==> config.mk <==
export PLATFORM = sky130hd
export DESIGN_NAME = uart_tx
export DESIGN_NICKNAME = d
export VERILOG_FILES = /design/src/rtl/uart_tx.sv
export SDC_FILE = /design/constraint.sdc
export NUM_CORES = 1
export LEC_CHECK = 0
export CORE_AREA = 10 10 76 62
export DETAILED_ROUTE_END_ITERATION = 10
export DIE_AREA = 0 0 86 72
export PLACE_DENSITY = 0.76
export SYNTH_ARGS = -nofsm -noshare
export SYNTH_HDL_FRONTEND = slang
export SYNTH_SLANG_ARGS = --single-unit
==> constraint.sdc <==
create_clock -name clk_i -period 5.6 [get_ports clk_i]
set_clock_uncertainty 0.05 [all_clocks]
set_input_delay 0.84 -clock clk_i [delete_from_list [all_inputs] [get_ports clk_i]]
set_output_delay 0.84 -clock clk_i [all_outputs]
set_load 0.02 [all_outputs]
==> src/rtl/uart_tx.sv <==
// UART transmitter: accepts one word over a ready/valid handshake and serialises it as
// start bit, data LSB first, optional even parity, then one or two stop bits.
module uart_tx #(
  parameter int unsigned clk_per_bit_p = 10416,
  parameter int unsigned data_bits_p   = 8,
  parameter int unsigned parity_bit_p  = 0,
  parameter int unsigned stop_bits_p   = 1
) (
  input  logic                   clk_i,
  input  logic                   reset_n_i,
  input  logic [data_bits_p-1:0] tx_i,
  input  logic                   tx_v_i,
  output logic                   tx_ready_and_o,
  output logic                   tx_o,
  output logic                   tx_done_o
);

  localparam int unsigned BaudW = $clog2(clk_per_bit_p);
  localparam int unsigned BitW  = $clog2(data_bits_p + 1);

  localparam logic [BaudW-1:0] BaudLast = BaudW'(clk_per_bit_p - 1);
  localparam logic [BitW-1:0]  DataLast = BitW'(data_bits_p - 1);
  localparam logic [BitW-1:0]  StopLast = BitW'(stop_bits_p - 1);

  typedef enum logic [2:0] {StIdle, StStart, StData, StParity, StStop} state_e;

  state_e                 state_q, state_d;
  logic [BaudW-1:0]       baud_q, baud_d;
  logic [BitW-1:0]        bit_q, bit_d;
  logic [data_bits_p-1:0] shift_q, shift_d;
  logic                   parity_q, parity_d;
  logic                   tx_q, tx_d;
  logic                   baud_end;

  assign baud_end = (baud_q == BaudLast);

  always_comb begin
    state_d  = state_q;
    baud_d   = baud_q;
    bit_d    = bit_q;
    shift_d  = shift_q;
    parity_d = parity_q;

    if (state_q != StIdle) begin
      baud_d = baud_end ? '0 : baud_q + 1'b1;
    end

    unique case (state_q)
      StIdle: begin
        baud_d = '0;
        bit_d  = '0;
        // Ready is asserted whenever we are idle and out of reset, so valid alone is the handshake.
        if (tx_v_i) begin
          shift_d  = tx_i;
          parity_d = ^tx_i;
          state_d  = StStart;
        end
      end
      StStart: begin
        if (baud_end) state_d = StData;
      end
      StData: begin
        if (baud_end) begin
          shift_d = shift_q >> 1;
          if (bit_q == DataLast) begin
            bit_d   = '0;
            state_d = (parity_bit_p != 0) ? StParity : StStop;
          end else begin
            bit_d = bit_q + 1'b1;
          end
        end
      end
      StParity: begin
        if (baud_end) state_d = StStop;
      end
      StStop: begin
        if (baud_end) begin
          if (bit_q == StopLast) begin
            bit_d   = '0;
            state_d = StIdle;
          end else begin
            bit_d = bit_q + 1'b1;
          end
        end
      end
      default: state_d = StIdle;
    endcase

    // Line level is registered from next-state so tx_o never glitches.
    unique case (state_d)
      StStart:  tx_d = 1'b0;
      StData:   tx_d = shift_d[0];
      StParity: tx_d = parity_d;
      default:  tx_d = 1'b1;
    endcase
  end

  always_ff @(posedge clk_i) begin
    if (!reset_n_i) begin
      state_q  <= StIdle;
      baud_q   <= '0;
      bit_q    <= '0;
      shift_q  <= '0;
      parity_q <= 1'b0;
      tx_q     <= 1'b1;
    end else begin
      state_q  <= state_d;
      baud_q   <= baud_d;
      bit_q    <= bit_d;
      shift_q  <= shift_d;
      parity_q <= parity_d;
      tx_q     <= tx_d;
    end
  end

  assign tx_o           = tx_q;
  assign tx_ready_and_o = reset_n_i & (state_q == StIdle);
  assign tx_done_o      = (state_q == StStop) & baud_end & (bit_q == StopLast);

  assert property (@(posedge clk_i)
    (clk_per_bit_p >= 2) && (data_bits_p >= 5) && (data_bits_p <= 9) &&
    (parity_bit_p <= 1) && (stop_bits_p >= 1) && (stop_bits_p <= 2));

  assert property (@(posedge clk_i) reset_n_i |-> !$isunknown(tx_v_i));

endmodule

# Yosys cells after proc, flatten, opt, wreduce, memory -nomap -nowiden
# Index checks and enable logic that the tools add are counted.
totals:
  output_inout_bits: 3
  reg_bits: 31
  in_bits: 11
classes:
  bitwise: 4
  add_sub_neg: 2
  reduce_logical: 9
  eq_ne: 12
  n_mux: 20
ops:
  columns: ["cell", "count"]
  rows:
  - ["3-bit two-way mux", 7]
  - ["4-bit two-way mux", 4]
  - ["8-bit two-way mux", 2]
  - ["8-bit case mux with 2 select lines", 1]
  - ["3-bit case mux with 5 select lines", 1]
  - ["14-bit by 1-bit adder with 14-bit output, second input constant", 1]
  - ["14-bit == test, second input constant", 1]
  - ["14-bit two-way mux", 1]
  - ["3-bit by 2-bit == test with 1-bit output, second input constant", 4]
  - ["4-bit case mux with 3 select lines", 1]
  - ["8-bit XOR reduction", 1]
  - ["3-bit by 1-bit == test with 1-bit output, second input constant", 2]
  - ["2-bit inequality test, second input constant", 3]
  - ["3-bit AND reduction", 2]
  - ["3-bit nonzero test", 2]
  - ["4-bit by 1-bit adder with 4-bit output, second input constant", 1]
  - ["4-bit by 3-bit == test with 1-bit output, second input constant", 1]
  - ["4-bit logical NOT", 1]
  - ["1-bit AND", 3]
  - ["3-bit == test, second input constant", 1]
  - ["3-bit logical NOT", 1]
  - ["1-bit case mux with 3 select lines", 1]
  - ["1-bit two-way mux", 2]
  - ["2-bit nonzero test", 1]
  - ["2 further kinds", 2]

# Logic depth before layout (Yosys ltp)
depth:
  depth_word: 6
  ltp_mapped: 8
  depth_no_buf: 8

# Worst setup path before layout
# No wires, ideal clock.
synth_timing:
  kind: "reg-to-output"
  startpoint: "register baud_q[0]"
  endpoint: "output port tx_done_o"
  arrival_ns: 1.785
  path_stages_with_launch: 6
  slack_ns: 2.925
  n_path_buf: 0
  required_ns: 4.710
  path_cell_list: "dfxtp_1 > ha_1 > and4_1 > and2_1 > nand3_1 > nor4_1"
synth_between:
  elab_chain_len: 3
synth_lines:
  columns: ["element", "line_no", "source"]
  rows:
  - ["start, declared", "28", "logic [BaudW-1:0] baud_q, baud_d;"]
  - ["start signal, assigned", "108", "baud_q <= baud_d;"]
  - ["14-bit == test", "35", "assign baud_end = (baud_q == BaudLast);"]
  - ["1-bit AND (2 in series)", "118", "assign tx_done_o = (state_q == StStop) & baud_end & (bit_q == StopLast);"]
  - ["end, declared", "15", "output logic tx_done_o"]
# Every way passes these cells.

# Final worst setup path
layout_timing:
  startpoint: "input port reset_n_i"
  endpoint: "output port tx_ready_and_o"
layout_between:
  elab_chain_len: 1
layout_lines:
  columns: ["element", "line_no", "source"]
  rows:
  - ["start, declared", "10", "input logic reset_n_i,"]
  - ["1-bit AND", "117", "assign tx_ready_and_o = reset_n_i & (state_q == StIdle);"]
  - ["end, declared", "13", "output logic tx_ready_and_o,"]
# Every way passes these cells.

==> out/results.tsv <==
stage	metric	value	unit
drt	viasPerCell	5.63	
clock_tree	numCtsBuffers	5	
timing	hold_viol_final	0	
floorplanning	coreArea	3220	sq um
timing	hold-worst-slack	0.401	ns
placement	place_hpwl	2450	microns
timing	rsz0062_at_grt	no	
drt	vias	1339	
worst_setup_path	reg2reg_to	tx_o	
outcome	status	complete, no violations	
global_route	grt_pass1_vias	1265	
logic_synthesis	synth-seq-cells	31	
clock_tree	cts_buffer_depth	2	
drt	drt_iter0_drc	115	
min_path	hold_depth	2	
power	finalPower	0.444	mW
placement	gp_congestion	0.836	
global_route	grt_use_total	10.9	%
logic_synthesis	synth_ff_type	dfxtp_1	
clock_tree	cts_hold_buf	0	
logic_synthesis	syn_nets	198	
worst_setup_path	end_kind	primary output	
worst_setup_path	cp.arrival	2.52	ns
layout	nFillCells	291	
layout	seq_area	621	sq um
worst_setup_path	crit_required	4.71	ns
drt	wl	3340	microns
clock_tree	cts_tree	built	
logic_synthesis	synth_top_area_share	39.0	%
logic_synthesis	synth_edf_count	0	
drt	drc_errors	0	
floorplanning	die_x	86	microns
worst_setup_path	rrSetupSlack	3.43	ns
logic_synthesis	async_reset_ff_share	0	%
timing	slew_violations	0	
global_route	overflow	0	
global_route	grt_first_pass_wirelength	5730	microns
placement	port_buffers	13	
clock_tree	cts_htree_levels	2	
timing	fin_crit	3.41	ns
clock_tree	clock_sinks	31	
logic_synthesis	synth_area_per_cell	8.64	sq um
floorplanning	initial_core_util	49.4	%
flow_run	cap_violations	0	
global_route	grt_start_max_net_pins	21	
power	powerDensity	243	nW/um^2
layout	stdcell_count	238	
drt	drt-pass1-iter-count	4	
worst_setup_path	startpoint_type	primary input	
timing	setup_viol	0	
floorplanning	rows	18	
power	p_leak	0.622	nW
timing	finalSetupTns	0	ns
worst_setup_path	setup.worst_path.start	reset_n_i	
clock_tree	cts_root_buf	clkbuf_8	
timing	max_freq	293	MHz
logic_synthesis	syn-instance-count	184	
logic_synthesis	yosysWarningCount	0	
logic_synthesis	yosys.area.top_type	dfxtp_1	
worst_setup_path	crit_type	primary input to primary output	
drt	postRouteAntennaNets	0	
drt	wl_per_cell	14.0	microns
clock_tree	cts_setup_buffers	0	
min_path	hold_path.class	register to register	
clock_tree	path_clk_slew	0.06	ns
layout	final_nets	211	
min_path	min_to	shift_q[4]	
layout	antenna_cells	0	
min_path	min-delay-start	shift_q[4]	
power	peakVddDrop	223	uV
logic_synthesis	synthTopCellsByArea	dfxtp_1 (39%), xnor2_1 (5.5%), nor2_1 (4.5%), nand2_1 (4.0%), xor2_1 (3.9%)	
clock_tree	clock_latency	0.28	ns
layout	final_cell_mix	dfxtp_1 (31), nor2_1 (19), nand2_1 (17), clkdlybuf4s50_1 (13), xnor2_1 (10)	
worst_setup_path	cp_max_fo	20	
layout	syn2layout_area_growth	14.6	%
global_route	antenna_found_initial	0	
logic_synthesis	synth_area	1590	sq um
worst_setup_path	rr_startpoint	state_q[2]	
timing	timing.final.crit_share	61.0	%
logic_synthesis	ys_seq_area_share	39.0	%
floorplanning	ios	14	
floorplanning	die_area	6190	sq um
layout	multiInputGateArea	922	sq um
logic_synthesis	synth_cell_types	42	
timing	maxSlewHeadroom	53.6	%
worst_setup_path	reg2regPathDepth	6	
layout	drive_above_1_share	6.06	%
clock_tree	cts_resized	0	
floorplanning	chipHeight	72	microns
placement	placed_cells_incl_taps	230	
timing	tightest_slew	0.695	ns
timing	fin_ws	2.19	ns
layout	mostFrequentLayoutCell	dfxtp_1	
placement	preCtsSetupSlack	2.19	ns
[synth_stat cells, types with 2 or more instances]
cell / number
a21boi_0: 6
a21boi_1: 3
a21oi_1: 6
a21oi_2: 2
a22oi_1: 6
and2_1: 3
and4_1: 2
clkbuf_1: 5
dfxtp_1: 31
ha_1: 3
inv_1: 5
nand2_1: 17
nand3_1: 8
nand4_1: 5
nor2_1: 19
nor2b_1: 7
nor3_1: 3
nor3b_1: 2
nor4_1: 2
nor4b_1: 2
o21a_1: 4
o21ai_0: 5
or3_1: 4
xnor2_1: 10
xor2_1: 7
[metal layers]
metal / track usage [%] / share of wire, %
met1: 14.7 / 51
met2: 16.2 / 44
met4: 1.64 / 0
met5: 0 / 0
met3: 4.24 / 4.4
[through the flow]
stage          util (%)  area, sq um
2_1_floorplan         -         1590
3_3_place_gp       54.1         1740
3_5_place_dp       54.1         1740
4_1_cts            56.6         1820
5_1_grt            56.6         1820
6_report           56.6         1820
[state kept, by name, indices dropped and copies added, names as in the netlist]
signal / flops
state_q: 3
shift_q: 8
tx_o: 1
baud_q: 14
bit_q: 4
parity_q: 1
[worst max path at each step]
| stage | endpoint | slack [ns] |
|---|---|---|
| global placement | tx_ready_and_o | 2.23 |
| finish | tx_ready_and_o | 2.19 |
| global route | tx_ready_and_o | 2.07 |
| floorplan | tx_done_o | 2.93 |
| CTS | tx_ready_and_o | 2.19 |
| detailed placement | tx_ready_and_o | 2.19 |
[critical path: stages]
cell and delay (ns):
clkdlybuf4s50_1 0.86, and2_1 0.22, clkdlybuf4s50_1 0.60
[power breakdown]
| group | switching [mW] | internal, mW | leakage, nW |
|---|---|---|---|
| sequential | 0.00426 | 0.227 | 0.252 |
| combinational | 0.0227 | 0.0223 | 0.328 |
| clock | 0.0802 | 0.0871 | 0.0422 |
[cell families (layout without fill, tap and decap cells)]
family | count (synthesis) | count (layout) | synth area share [%]
fa+ha+maj | 3 | 3 | 2.36
buf+inv | 12 | 26 | 2.99
simple gates | 81 | 81 | 28.6
flops | 31 | 31 | 39.0
compound gates | 40 | 40 | 17.6
xor+xnor | 17 | 17 | 9.36
[layout make-up]
class | instances | area share (%)
clock buffers | 7 | 4.19
clock inverters | 1 | 0.275
inverters | 5 | 1.03
multi-input cells | 141 | 50.6
flip-flops and latches | 31 | 34.0
well taps | 40 | 2.75
repair buffers | 13 | 7.14
Note: power is estimated with default switching activity, not from simulation.
